## src/rtl/sdram_vid_pkg.sv

```systemverilog
// Shared types and constants for the SDRAM video prefetch engine.
// Latency: n/a (declarations only).
// Backpressure: n/a.
package sdram_vid_pkg;

    // Request handshake with the controller's secondary read port
    typedef enum logic [1:0] {
        ST_IDLE = 2'd0,
        ST_REQ  = 2'd1,
        ST_WAIT = 2'd2
    } fetch_state_t;

    // Controller slot length in clocks (IDLE phase recurs every SLOT_LEN clocks)
    localparam int SLOT_LEN = 6;

    // Default prefetch FIFO depth
    localparam int DEF_FIFO_DEPTH = 16;

endpackage

```

## src/rtl/vid_fifo.sv

```systemverilog
// Synchronous byte FIFO with flush and a registered head-of-queue output.
// Latency: pushed byte is poppable next clock; rd_dat updates the clock after pop.
// Backpressure: push when full (without pop) is dropped, pop when empty is ignored, flush wins over both.
module vid_fifo #(
    parameter int DEPTH = 16
) (
    input  logic                     clk,
    input  logic                     rst_n,
    input  logic                     push,
    input  logic [7:0]               push_dat,
    input  logic                     pop,
    input  logic                     flush,
    output logic [7:0]               rd_dat,
    output logic                     empty,
    output logic [$clog2(DEPTH):0]   count
);
    localparam int PW = $clog2(DEPTH);
    localparam int CW = PW + 1;
    localparam logic [CW-1:0] FULL = CW'(DEPTH);

    logic [7:0]    mem_q [DEPTH];
    logic [PW-1:0] wr_ptr_q, wr_ptr_d;
    logic [PW-1:0] rd_ptr_q, rd_ptr_d;
    logic [CW-1:0] count_q, count_d;
    logic [7:0]    rd_dat_q, rd_dat_d;
    logic          do_push, do_pop;

    // Next-state for pointers, occupancy and the registered output byte
    always_comb begin
        do_pop   = pop && (count_q != '0) && !flush;
        do_push  = push && !flush && ((count_q != FULL) || do_pop);
        wr_ptr_d = wr_ptr_q;
        rd_ptr_d = rd_ptr_q;
        count_d  = count_q;
        rd_dat_d = rd_dat_q;
        if (flush) begin
            wr_ptr_d = '0;
            rd_ptr_d = '0;
            count_d  = '0;
        end else begin
            if (do_push) begin
                wr_ptr_d = wr_ptr_q + 1'b1;
            end
            if (do_pop) begin
                rd_ptr_d = rd_ptr_q + 1'b1;
                rd_dat_d = mem_q[rd_ptr_q];
            end
            case ({do_push, do_pop})
                2'b10:   count_d = count_q + 1'b1;
                2'b01:   count_d = count_q - 1'b1;
                default: count_d = count_q;
            endcase
        end
    end

    // Storage array; contents are don't-care until written, so no reset
    always_ff @(posedge clk) begin
        if (do_push) begin
            mem_q[wr_ptr_q] <= push_dat;
        end
    end

    // Pointer, count and output registers
    always_ff @(posedge clk or negedge rst_n) begin
        if (!rst_n) begin
            wr_ptr_q <= '0;
            rd_ptr_q <= '0;
            count_q  <= '0;
            rd_dat_q <= '0;
        end else begin
            wr_ptr_q <= wr_ptr_d;
            rd_ptr_q <= rd_ptr_d;
            count_q  <= count_d;
            rd_dat_q <= rd_dat_d;
        end
    end

    assign rd_dat = rd_dat_q;
    assign empty  = (count_q == '0);
    assign count  = count_q;

endmodule

```

## src/rtl/sdram_vid_fetch.sv

```systemverilog
// Per-scanline video byte prefetch from the SDRAM controller's port 2 into a small FIFO.
// Latency: best case one byte per two controller slots; first byte lands two slots after line_start.
// Backpressure: requests stop while FIFO occupancy plus the in-flight byte reaches FIFO_DEPTH.
module sdram_vid_fetch
    import sdram_vid_pkg::*;
#(
    parameter int FIFO_DEPTH = DEF_FIFO_DEPTH,
    parameter int AW         = 25
) (
    input  logic          clk,
    input  logic          reset_n,
    input  logic          slot_start,
    input  logic          cpu_win,
    input  logic          line_start,
    input  logic [AW-1:0] line_addr,
    input  logic [5:0]    line_len,
    input  logic          vdg_rd,
    output logic [7:0]    vdg_data,
    output logic          vdg_empty,
    output logic          underrun,
    output logic [AW-1:0] addr2,
    output logic          oe2,
    input  logic [7:0]    dout2
);
    localparam int CW = $clog2(FIFO_DEPTH) + 1;
    localparam logic [CW-1:0] FULL    = CW'(FIFO_DEPTH);
    localparam logic [CW-1:0] FULL_M1 = CW'(FIFO_DEPTH - 1);

    fetch_state_t  state_q, state_d;
    logic [AW-1:0] ptr_q, ptr_d;
    logic [5:0]    remaining_q, remaining_d;
    logic          low_seen_q, low_seen_d;
    logic          inflight_q, inflight_d;
    logic          discard_q, discard_d;
    logic          oe2_q, oe2_d;
    logic [AW-1:0] addr2_q, addr2_d;
    logic          underrun_q, underrun_d;

    logic          slot_free;
    logic          has_space;
    logic          fifo_push;
    logic          fifo_empty;
    logic [CW-1:0] fifo_count;

    vid_fifo #(
        .DEPTH (FIFO_DEPTH)
    ) u_fifo (
        .clk      (clk),
        .rst_n    (reset_n),
        .push     (fifo_push),
        .push_dat (dout2),
        .pop      (vdg_rd),
        .flush    (line_start),
        .rd_dat   (vdg_data),
        .empty    (fifo_empty),
        .count    (fifo_count)
    );

    // Request FSM, line bookkeeping and the shadow of the controller's oe2 edge detector
    always_comb begin
        state_d     = state_q;
        ptr_d       = ptr_q;
        remaining_d = remaining_q;
        low_seen_d  = low_seen_q;
        inflight_d  = inflight_q;
        discard_d   = discard_q;
        oe2_d       = oe2_q;
        addr2_d     = addr2_q;
        underrun_d  = underrun_q;
        fifo_push   = 1'b0;

        // Only free slots update the controller's edge detector, so only they prove oe2 was seen low
        slot_free = slot_start && !cpu_win;
        has_space = inflight_q ? (fifo_count < FULL_M1) : (fifo_count < FULL);

        if (slot_free && !oe2_q) begin
            low_seen_d = 1'b1;
        end

        case (state_q)
            ST_IDLE: begin
                if (!line_start && (remaining_q != '0) && low_seen_q && has_space) begin
                    state_d = ST_REQ;
                    oe2_d   = 1'b1;
                    addr2_d = ptr_q;
                end
            end
            ST_REQ: begin
                // A CPU-won slot leaves the edge pending; keep oe2 high and retry next slot
                if (slot_free) begin
                    state_d    = ST_WAIT;
                    oe2_d      = 1'b0;
                    low_seen_d = 1'b0;
                    inflight_d = 1'b1;
                    // A stale request must not consume the freshly loaded line's counters
                    if (!discard_q) begin
                        ptr_d       = ptr_q + 1'b1;
                        remaining_d = remaining_q - 1'b1;
                    end
                end
            end
            ST_WAIT: begin
                if (slot_start) begin
                    state_d    = ST_IDLE;
                    inflight_d = 1'b0;
                    fifo_push  = !discard_q && !line_start;
                    discard_d  = 1'b0;
                end
            end
            default: begin
                state_d = ST_IDLE;
            end
        endcase

        if (line_start) begin
            ptr_d       = line_addr;
            remaining_d = line_len;
            underrun_d  = 1'b0;
            // The handshake in progress runs to completion, but its byte belongs to the old line
            if ((state_q == ST_REQ) || ((state_q == ST_WAIT) && !slot_start)) begin
                discard_d = 1'b1;
            end
        end else if (vdg_rd && fifo_empty) begin
            underrun_d = 1'b1;
        end
    end

    // State and datapath registers
    always_ff @(posedge clk or negedge reset_n) begin
        if (!reset_n) begin
            state_q     <= ST_IDLE;
            ptr_q       <= '0;
            remaining_q <= '0;
            low_seen_q  <= 1'b0;
            inflight_q  <= 1'b0;
            discard_q   <= 1'b0;
            oe2_q       <= 1'b0;
            addr2_q     <= '0;
            underrun_q  <= 1'b0;
        end else begin
            state_q     <= state_d;
            ptr_q       <= ptr_d;
            remaining_q <= remaining_d;
            low_seen_q  <= low_seen_d;
            inflight_q  <= inflight_d;
            discard_q   <= discard_d;
            oe2_q       <= oe2_d;
            addr2_q     <= addr2_d;
            underrun_q  <= underrun_d;
        end
    end

    assign oe2       = oe2_q;
    assign addr2     = addr2_q;
    assign underrun  = underrun_q;
    assign vdg_empty = fifo_empty;

endmodule

```

## config.mk

```make
export PLATFORM = sky130hd
export DESIGN_NAME = sdram_vid_fetch
export DESIGN_NICKNAME = d
export VERILOG_FILES = /design/src/rtl/sdram_vid_pkg.sv /design/src/rtl/vid_fifo.sv /design/src/rtl/sdram_vid_fetch.sv
export SDC_FILE = /design/constraint.sdc
export NUM_CORES = 1
export LEC_CHECK = 0
export ABC_AREA = 1
export BUFFER_PORTS_ARGS = -buffer_cell sky130_fd_sc_hd__buf_2
export CAP_MARGIN = 40
export CORE_UTILIZATION = 54
export CTS_CLUSTER_SIZE = 28
export DETAILED_ROUTE_END_ITERATION = 16
export PLACE_DENSITY = 0.78
export SYNTH_ARGS = -nofsm -noshare
export SYNTH_HDL_FRONTEND = slang
export SYNTH_SLANG_ARGS = --single-unit
```

## constraint.sdc

```tcl
create_clock -name clk -period 2.09 [get_ports clk]
set_clock_uncertainty 0.2 [all_clocks]
set_input_delay 0.1045 -clock clk [delete_from_list [all_inputs] [get_ports clk]]
set_output_delay 0.1045 -clock clk [all_outputs]
set_load 0.03 [all_outputs]
```

# [Word-level counts from Yosys, hierarchy flattened]
# Memories as Yosys holds them, arrays and structs flattened. A register that Yosys moved wholly into a read port is not among the register bits.
# Index checks and enable logic that the tools add are counted.
[word_totals] output_inout_bits=36 ramBits=128 in_bits=45 register_bits=76 elab_cells=107 n_memories=1
[memory_table] memory="u_fifo.mem_q" words=16 word_bits=8 read_ports=1 rd_ports_with_merged_regs=1 wr=1 line_no="vid_fifo.sv:21" rtl="logic [7:0] mem_q [DEPTH];"
[op_classes] magnitude_cmp=2 bitwise=1 n_addsub=6 eq_ne=9 reduce_logical=38 mux=38
[ops] cell="two-way mux 25 bit" count=4
[ops] cell="adder 25 x 1 -> 25 bit (second input constant)" count=1
[ops] cell="two-way mux 6 bit" count=4
[ops] cell="two-way mux 1 bit" count=18
[ops] cell="two-way mux 4 bit" count=4
[ops] cell="nonzero test 2 bit" count=7
[ops] cell="logical AND 1 bit" count=12
[ops] cell="AND reduction 3 bit" count=4
[ops] cell="case mux 5 bit (2 select lines)" count=1
[ops] cell="adder 4 x 1 -> 4 bit (second input constant)" count=2
[ops] cell="!= test 2 bit (second input constant)" count=4
[ops] cell="zero test 1 bit" count=6
[ops] cell="two-way mux 2 bit" count=3
[ops] cell="case mux 2 bit (3 select lines)" count=1
[ops] cell="nonzero test 6 bit" count=1
[ops] cell="subtractor 6 x 1 -> 6 bit (second input constant)" count=1
[ops] cell="adder 5 x 1 -> 5 bit (second input constant)" count=1
[ops] cell="zero test 5 bit" count=1
[ops] cell="< comparator 5 x 4 -> 1 bit (second input constant)" count=1
[ops] cell="< comparator 5 bit (second input constant)" count=1
[ops] cell="two-way mux 5 bit" count=1
[ops] cell="!= test 5 bit (second input constant)" count=1
[ops] cell="nonzero test 5 bit" count=1
[ops] cell="subtractor 5 x 1 -> 5 bit (second input constant)" count=1
[ops] cell="8 further kinds" count=13

# [Logic depth before layout (Yosys ltp)]
# Gate-level depths: netlist of the first run.
[depth] ltp_word=9 mapped_depth=16 mapped_depth_nobuf=16

# [By module]
# Synthesis of the first run repeated with hierarchy kept, for this count alone.
[hier_totals] hier_cells=1001 hier_area_um2=9826.9
[modules_own_cells] mod="vid_fifo" area_each_um2=6272.3 instances=1 seq_area_each_um2=4369.2 cells_per_inst=568
[modules_own_cells] mod="sdram_vid_fetch" area_each_um2=3554.7 instances=1 seq_area_each_um2=1576.5 cells_per_inst=433

# [Worst setup path after synthesis of the first run]
# No wires, ideal clock.
[synth_path] kind="register to register" startpoint="register u_fifo.count_q[4] (netlist: u_fifo.count[4])" endpoint="register u_fifo.count_q[4] (netlist: u_fifo.count[4])" path_slack_ns=-0.093 synth_period_minus_slack_ns=2.183 stages_incl_launch_ff=15 arrival_ns=1.866 setup_time_ns=0.117 cell_sequence="dfrtp_1 > inv_1 > nand3_1 > nand3_1 > nor2_2 > inv_2 > fa_1 > inv_1 > nand3_1 > nand3_1 > nand2_1 > nor2_1 > nor2_1 > nand3_1 > nand2_1"
[synth_via] elab_chain_len=8
[synth_lines] element="start: declaration" line_no="vid_fifo.sv:24" rtl="logic [CW-1:0] count_q, count_d;"
[synth_lines] element="start signal: assignment" line_no="vid_fifo.sv:73" rtl="count_q <= count_d;"
[synth_lines] element="nonzero test 5 bit" line_no="vid_fifo.sv:30" rtl="do_pop = pop && (count_q != '0) && !flush;"
[synth_lines] element="logical AND 1 bit (2 in a row)" line_no="vid_fifo.sv:30"
[synth_lines] element="logical OR 1 bit" line_no="vid_fifo.sv:31" rtl="do_push = push && !flush && ((count_q != FULL) || do_pop);"
[synth_lines] element="logical AND 1 bit" line_no="vid_fifo.sv:31"
[synth_lines] element="equality test 2 x 1 -> 1 bit or equality test 2 bit (tied branches)" line_no="vid_fifo.sv:48" rtl="case ({do_push, do_pop})"
[synth_lines] element="case mux 5 bit (2 select lines)" line_no="vid_fifo.sv:48"
[synth_lines] element="two-way mux 5 bit" line_no="vid_fifo.sv:36" rtl="if (flush) begin"
# Several ways; a longest one is shown, not always the timed one.
# A chain may end at the register's enable or synchronous reset.

# [Worst setup path in the final report of the first run]
[layout_path] startpoint="register u_fifo.count_q[1] (netlist: u_fifo.count[1])" endpoint="register u_fifo.count_q[4] (netlist: u_fifo.count[4])"
# Same word-level chain as after synthesis.

==> load_flow_metrics.sql, run 1 <==
INSERT INTO impl_metrics (metric_group, metric, value, unit) VALUES
('outcome', 'outcome', 'complete, no violations', ''),
('critical_path', 'timing_worst_setup_path_type', 'reg2reg', ''),
('timing', 'tightest_slew_margin_relative_to_the_limit', '59.5', '%'),
('detailed_routing', 'routed-via-count', '7803', ''),
('grt', 'grt_first_pass_wirelength', '39200', 'um'),
('synthesis', 'synth-seq-cells', '212', ''),
('synthesis', 'synthesis.instances', '991', ''),
('cts', 'numCtsBuffers', '22', ''),
('floorplan', 'die_area', '0.0183', 'mm^2'),
('synthesis', 'ys.flop_type', 'sky130_fd_sc_hd__edfxtp_1', ''),
('timing', 'final_setup_violations', '0', ''),
('critical_path', 'critical_path_required', '2290', 'ps'),
('job', 'max_cap_violations', '0', ''),
('timing', 'timing.setup.tns', '0', 'ps'),
('final_layout', 'area_growth', '24.0', '%'),
('timing', 'timing.final.hold_violations', '0', ''),
('grt', 'gr-total-overflow', '0', ''),
('cts', 'clk_path_buf_depth', '3', ''),
('cts', 'cts.sinks', '212', ''),
('detailed_routing', 'detail_route.first_pass.iterations', '6', ''),
('timing', 'min_period_over_period', '99.3', '%'),
('grt', 'pin_count_of_the_biggest_net_entering_global_routing', '41', ''),
('placement', 'routabilityCongestion', '0.965', ''),
('final_layout', 'most-common-layout-cells', 'sky130_fd_sc_hd__nand2_1, sky130_fd_sc_hd__nor2_1, sky130_fd_sc_hd__edfxtp_1', ''),
('critical_path', 'cp_cell_sequence', 'nor2_2 > nand3_2 > nand3_4 > nor2_4 > ha_1 > a21oi_2 > nand2_1 > nand2_1 > nand2_1 > nor2_1 > nor2_1 > nand3_1 > nand2_1', ''),
('detailed_routing', 'post_drt_wl_per_cell', '17.9', 'um'),
('detailed_routing', 'drt-total-wl', '25000', 'um'),
('critical_path', 'worstSetupStartpointType', 'register', ''),
('floorplan', 'placement_rows', '48', ''),
('floorplan', 'fp.dieW', '135', 'um'),
('synthesis', 'synth_sequential_area_ratio', '62.1', '%'),
('placement', 'dp_cells', '1304', ''),
('cts', 'clk_lat_worst_skew', '510', 'ps'),
('synthesis', 'mean_cell_area_of_the_mapped_netlist', '9.66', 'um^2'),
('critical_path', 'crit_path_max_incr_delay', '390', 'ps'),
('synthesis', 'yosys_warnings', '0', ''),
('final_layout', 'finish.cell_count_without_fillers', '1398', ''),
('final_layout', 'num-nets-final', '1214', ''),
('critical_path', 'worst_ep_arrival_time', '2270', 'ps'),
('timing', 'fmaxAchievable', '482', 'MHz'),
('worst_hold_path', 'min_path_type', 'in2reg', ''),
('cts', 'h-tree-depth', '1', ''),
('cts', 'clock_tree_from_tritoncts', 'built', ''),
('synthesis', 'synth-async-reset-ratio', '39.6', '%'),
('grt', 'number_of_global_route_vias_before_repair', '7589', ''),
('floorplan', 'boundaryPins', '81', ''),
('power', 'power_density', '1150', 'mW/mm^2'),
('synthesis', 'synth.lib_cells_used.distinct', '41', ''),
('floorplan', 'initial_util', '55.4', '%'),
('timing', 'worst_pin_slew', '606', 'ps'),
('power', 'power.leakage', '4.98', 'nW'),
('detailed_routing', 'vias_per_cell', '5.58', ''),
('power', 'vdd.ir_drop.worst', '0.745', 'mV'),
('final_layout', 'antenna_cells', '0', ''),
('synthesis', 'post_synth_instance_area', '0.00958', 'mm^2'),
('placement', 'portBuffers', '80', ''),
('timing', 'final_max_slew_viol_count', '0', ''),
('timing', 'grt_setup_unrepaired', 'yes', ''),
('synthesis', 'syn_nets', '1048', ''),
('critical_path', 'crit_top_cell', 'sky130_fd_sc_hd__nand2_1', ''),
('final_layout', 'post_route_cells_drive_above_1_share', '17.2', '%'),
('detailed_routing', 'drtAntennaViolNets', '0', ''),
('cts', 'cts-root-buf', 'sky130_fd_sc_hd__clkbuf_16', ''),
('cts', 'clk_pin_slew_worst_paths', '60', 'ps'),
('final_layout', 'final_core_utilization', '68.7', '%'),
('floorplan', 'core-area', '0.0173', 'mm^2'),
('timing', 'final.hold.worst_slack', '202', 'ps'),
('critical_path', 'maximum_fanout_along_the_worst_path', '5', ''),
('critical_path', 'cp_num_buf_inv', '0', ''),
('grt', 'antenna_found_initial', '0', ''),
('detailed_routing', 'drt_first_iter_violations', '733', ''),
('critical_path', 'critical-path-slowest-cell', 'sky130_fd_sc_hd__dfrtp_1', ''),
('timing', 'timing.final.crit_period', '2080', 'ps'),
('grt', 'grt_util_all_layers', '28.3', '%'),
('floorplan', 'chipHeight', '135', 'um'),
('critical_path', 'cpLargestDelayFamily', 'simple AND/OR/NAND/NOR gates', ''),
('detailed_routing', 'post_route_drc_violation_count', '0', ''),
('synthesis', 'synth-edff-count', '128', ''),
('critical_path', 'cp_endpoint_kind', 'register', ''),
('placement', 'detailed_place_hpwl', '16000', 'um');
[report_power, final]
group / internal [W] / leakage [nW] / switching [W]
clock: 0.00261 / 0.386 / 0.00159
sequential: 0.00493 / 2.19 / 0.000346
combinational: 0.00139 / 2.40 / 0.00279
total: 0.00893 / 4.98 / 0.00473
[flip-flops by register name (all words and copies together) (netlist names), 2 cells and up]
signal and flops:
ptr_q 25, u_fifo.mem_q 128, u_fifo.rd_dat 8, u_fifo.rd_ptr_q 4, u_fifo.wr_ptr_q 4, remaining_q 6, u_fifo.count 5, state_q 2
addr2 25
[Yosys cell counts (7+ instances only)]
library cell / count / area share (%)
sky130_fd_sc_hd__a21oi_1: 12 / 0.63
sky130_fd_sc_hd__a22oi_1: 11 / 0.86
sky130_fd_sc_hd__buf_2: 16 / 0.84
sky130_fd_sc_hd__clkbuf_1: 17 / 0.67
sky130_fd_sc_hd__dfrtp_1: 84 / 22
sky130_fd_sc_hd__edfxtp_1: 128 / 40
sky130_fd_sc_hd__ha_1: 11 / 1.4
sky130_fd_sc_hd__inv_1: 53 / 2.1
sky130_fd_sc_hd__nand2_1: 192 / 7.5
sky130_fd_sc_hd__nand3_1: 82 / 4.3
sky130_fd_sc_hd__nand4_1: 7 / 0.46
sky130_fd_sc_hd__nor2_1: 191 / 7.5
sky130_fd_sc_hd__o211ai_1: 14 / 1.1
sky130_fd_sc_hd__o21ai_0: 112 / 5.9
sky130_fd_sc_hd__o21ai_1: 7 / 0.37
sky130_fd_sc_hd__xor2_1: 8 / 0.73
[path summary, 6_finish.rpt]
path                                         end  slack (ps)  cells past startpoint              from
worst max-delay path             u_fifo.count[4]          10                     13   u_fifo.count[1]
worst min-delay path                   ptr_q[15]         200                      4     line_addr[15]
worst max register to register   u_fifo.count[4]          10                     13   u_fifo.count[1]
min in group asynchronous       u_fifo.rd_dat[7]         470                      4           reset_n
max in group asynchronous              ptr_q[19]         910                      4           reset_n
worst min register to register  u_fifo.rd_dat[1]         280                      2  u_fifo.rd_dat[1]
[worst reg2reg max path, delay by kind of cell, from the launching register on]
family                   cells  cell delay, ps
AND/OR/NAND/NOR             11             900
flip-flops                   1             390
adder cells (fa/ha/maj)      1             320
AO/OA/AOI/OAI                1             160
[final cells by class]
cell class,instances,area (um^2)
Multi-Input combinational cell,676,3250
Inverter,62,238
Timing Repair Buffer,183,1370
Fill cell,1250,5420
Tap cell,225,282
Clock buffer,28,624
Sequential cell,212,5950
Clock inverter,12,168
[repair_timing]
action                     in CTS  in global routing
buffers inserted                1                  1
hold buffers                   52                  0
pin swaps                       3                  4
resized for setup               6                  9
hold endpoints to repair      255                  0
setup endpoints to repair      64                131
[through the flow]
step | power (W) | cell area (um^2) | worst slack [ps]
after floorplan | 0.00789 | 9590 | -1.70
after global placement | 0.00921 | 10500 | -13.8
after detailed placement | 0.00930 | 10500 | -77.2
after CTS | 0.0136 | 11800 | 0.247
after global routing | 0.0143 | 11900 | -153
final | 0.0137 | 11900 | 14.3
[cell families after synthesis]
logic type | after synthesis | synth area share (%)
buffers and inverters | 103 | 4.47
xor gates and xnor gates | 10 | 0.915
AOI/OAI and AO/OA | 163 | 9.56
adders and majority gates | 12 | 1.65
and+or+nand+nor | 491 | 21.3
DFF | 212 | 62.1
[per-layer routing]
metal  track usage (%)  share of wire [%]  vias up
met1              37.4                 39     3646
met2              47.3                 49      414
met5                 0                  0        -
met4              10.9                3.0        0
met3              4.08                8.3       59
li1                  -                  -     3684
Note: power is estimated with default switching activity, not from simulation.
==> run 2, diff against run 1 <==
--- a/config.mk
+++ b/config.mk
@@ -8,10 +8,10 @@
 export ABC_AREA = 1
 export BUFFER_PORTS_ARGS = -buffer_cell sky130_fd_sc_hd__buf_2
 export CAP_MARGIN = 40
-export CORE_UTILIZATION = 54
+export CORE_UTILIZATION = 35
 export CTS_CLUSTER_SIZE = 28
 export DETAILED_ROUTE_END_ITERATION = 16
-export PLACE_DENSITY = 0.78
+export PLACE_DENSITY_LB_ADDON = 0.2
 export SYNTH_ARGS = -nofsm -noshare
 export SYNTH_HDL_FRONTEND = slang
 export SYNTH_SLANG_ARGS = --single-unit
==> load_flow_metrics.sql, run 2 (synthesis results as in run 1) <==
INSERT INTO impl_metrics (metric_group, metric, value, unit) VALUES
('outcome', 'outcome', 'finished with violations', ''),
('outcome', 'violations', 'setup timing', ''),
('timing', 'setup_slack', '-9.01', 'ps'),
('placement', 'portBuffers', '80', ''),
('critical_path', 'maximum_fanout_along_the_worst_path', '4', ''),
('grt', 'grt_first_pass_wirelength', '41400', 'um'),
('critical_path', 'critical-path-slowest-cell', 'sky130_fd_sc_hd__dfrtp_1', ''),
('detailed_routing', 'drt_first_iter_violations', '592', ''),
('floorplan', 'boundaryPins', '81', ''),
('timing', 'final_max_slew_viol_count', '0', ''),
('detailed_routing', 'post_drt_wl_per_cell', '17.2', 'um'),
('detailed_routing', 'detail_route.first_pass.iterations', '5', ''),
('timing', 'tightest_slew_margin_relative_to_the_limit', '65.6', '%'),
('critical_path', 'worstSetupStartpointType', 'register', ''),
('cts', 'h-tree-depth', '1', ''),
('detailed_routing', 'post_route_drc_violation_count', '0', ''),
('cts', 'clk_lat_worst_skew', '520', 'ps'),
('power', 'power.leakage', '5.03', 'nW'),
('job', 'max_cap_violations', '0', ''),
('power', 'power_density', '1120', 'mW/mm^2'),
('detailed_routing', 'vias_per_cell', '4.94', ''),
('critical_path', 'cp_cell_sequence', 'nor2_2 > nand2_2 > nor2_4 > nor2_4 > buf_4 > ha_4 > a21oi_4 > nand2_1 > nand2_1 > nand2_2 > nor2_1 > nor2_1 > nand3_1 > nand2_1', ''),
('critical_path', 'cpLargestDelayFamily', 'simple AND/OR/NAND/NOR gates', ''),
('timing', 'final.hold.worst_slack', '167', 'ps'),
('critical_path', 'cp_num_buf_inv', '1', ''),
('critical_path', 'worst_ep_arrival_time', '2320', 'ps'),
('timing', 'grt_setup_unrepaired', 'yes', ''),
('cts', 'clk_path_buf_depth', '3', ''),
('floorplan', 'placement_rows', '60', ''),
('critical_path', 'cp_endpoint_kind', 'register', ''),
('cts', 'cts-root-buf', 'sky130_fd_sc_hd__clkbuf_16', ''),
('grt', 'pin_count_of_the_biggest_net_entering_global_routing', '44', ''),
('timing', 'timing.final.crit_period', '2100', 'ps'),
('final_layout', 'area_growth', '26.6', '%'),
('grt', 'antenna_found_initial', '0', ''),
('grt', 'gr-total-overflow', '0', ''),
('cts', 'numCtsBuffers', '24', ''),
('critical_path', 'timing_worst_setup_path_type', 'reg2reg', ''),
('timing', 'min_period_over_period', '100', '%'),
('cts', 'cts.sinks', '212', ''),
('final_layout', 'multi_input_area', '0.00329', 'mm^2'),
('floorplan', 'die_area', '0.0280', 'mm^2'),
('final_layout', 'largest_register_ffs', '128', ''),
('timing', 'fmaxAchievable', '476', 'MHz'),
('power', 'power.total', '0.0135', 'W'),
('final_layout', 'antenna_cells', '0', ''),
('final_layout', 'filler_cell_count', '2609', ''),
('floorplan', 'initial_util', '35.6', '%'),
('floorplan', 'fp.dieW', '167', 'um'),
('placement', 'routabilityCongestion', '0.867', ''),
('critical_path', 'crit_path_max_incr_delay', '390', 'ps'),
('power', 'vdd.ir_drop.worst', '0.525', 'mV'),
('final_layout', 'post_route_cells_drive_above_1_share', '17.8', '%'),
('detailed_routing', 'drt-total-wl', '26400', 'um'),
('grt', 'number_of_global_route_vias_before_repair', '7459', ''),
('cts', 'clock_tree_from_tritoncts', 'built', ''),
('cts', 'clk_pin_slew_worst_paths', '60', 'ps'),
('floorplan', 'core-area', '0.0269', 'mm^2'),
('floorplan', 'chipHeight', '167', 'um'),
('timing', 'worst_pin_slew', '513', 'ps'),
('worst_hold_path', 'min_path_type', 'in2reg', ''),
('timing', 'timing.final.hold_violations', '0', ''),
('critical_path', 'critical_path_required', '2310', 'ps'),
('detailed_routing', 'routed-via-count', '7563', ''),
('final_layout', 'most-common-layout-cells', 'sky130_fd_sc_hd__nand2_1, sky130_fd_sc_hd__nor2_1, sky130_fd_sc_hd__edfxtp_1', ''),
('final_layout', 'top_reg_by_flops', 'u_fifo.mem_q', ''),
('final_layout', 'seqCellArea', '0.00595', 'mm^2'),
('grt', 'grt_util_all_layers', '19.1', '%'),
('final_layout', 'num-nets-final', '1229', ''),
('timing', 'final_setup_violations', '1', ''),
('critical_path', 'crit_top_cell', 'sky130_fd_sc_hd__nand2_1', ''),
('detailed_routing', 'drtAntennaViolNets', '0', ''),
('placement', 'detailed_place_hpwl', '17600', 'um');
[run 2: cell count changes in the layout (fill, tap and decap cells not counted), moves of 2 or more]
cell,delta
sky130_fd_sc_hd__nand3_2,+3
sky130_fd_sc_hd__dlygate4sd3_1,+4
sky130_fd_sc_hd__buf_4,+6
sky130_fd_sc_hd__bufinv_16,-3
sky130_fd_sc_hd__clkbuf_16,+2
sky130_fd_sc_hd__clkinv_1,+4
sky130_fd_sc_hd__clkbuf_1,+4
sky130_fd_sc_hd__buf_12,+2
sky130_fd_sc_hd__clkbuf_8,-3
sky130_fd_sc_hd__nand3_1,-2
[run 2: what timing repair did]
item	CTS	global route
endpoints found under the setup margin	82	132
resized for setup	6	15
pin swaps	1	15
hold endpoints to repair	258	0
cloned	0	0
hold buffers	56	0
buffers inserted	0	8
[run 2: routing by layer]
layer | track usage, % | vias up | part of all wire (%)
met2 | 31.8 | 173 | 47
li1 | - | 3727 | -
met5 | 0 | - | 0
met3 | 2.43 | 42 | 3.8
met1 | 26.2 | 3621 | 46
met4 | 5.27 | 0 | 2.4
[run 2: final timing paths]
path / from / to / slack (ps) / cells after the start
min: line_addr[8] / ptr_q[8] / 170 / 4
max reg2reg: state_q[0] / u_fifo.count[4] / -9 / 14
min reg2reg: inflight_q / inflight_q / 270 / 2
max in group asynchronous: reset_n / u_fifo.rd_ptr_q[2] / 950 / 4
min in group asynchronous: reset_n / addr2[22] / 460 / 4
max: state_q[0] / u_fifo.count[4] / -9 / 14
[run 2: power by group]
| group | switching (W) | total, W | internal (W) |
|---|---|---|---|
| sequential | 0.000342 | 0.00528 | 0.00494 |
| combinational | 0.00281 | 0.00433 | 0.00152 |
| clock | 0.00163 | 0.00393 | 0.00230 |
[run 2: per-stage QoR]
step	instance area, um^2	setup TNS, ps	utilization (%)	worst slack [ps]	instances
after global placement	10700	-50.8	39.8	-50.8	1424
final	12100	-9.01	45.1	-9.01	1530
after floorplan	9590	-54.2	-	-1.70	991
after detailed placement	10700	-2390	39.8	-73.2	1424
after CTS	12000	-112	44.7	-35.0	1523
after global routing	12100	-1410	45.1	-155	1530
[run 2: cell type report]
type / instances / area share [%]
clock buffers: 31 / 5.35
multi-input cells: 676 / 27.1
inverters: 62 / 1.96
repair buffers: 196 / 12.3
flip-flops and latches: 212 / 49.1
well taps: 341 / 3.52
clock inverters: 12 / 0.671
[run 2: worst min-delay path, cell delays in order]
cell,delay (ps)
sky130_fd_sc_hd__dlygate4sd3_1,510
sky130_fd_sc_hd__buf_2,100
sky130_fd_sc_hd__a22oi_1,70
sky130_fd_sc_hd__o21ai_0,70
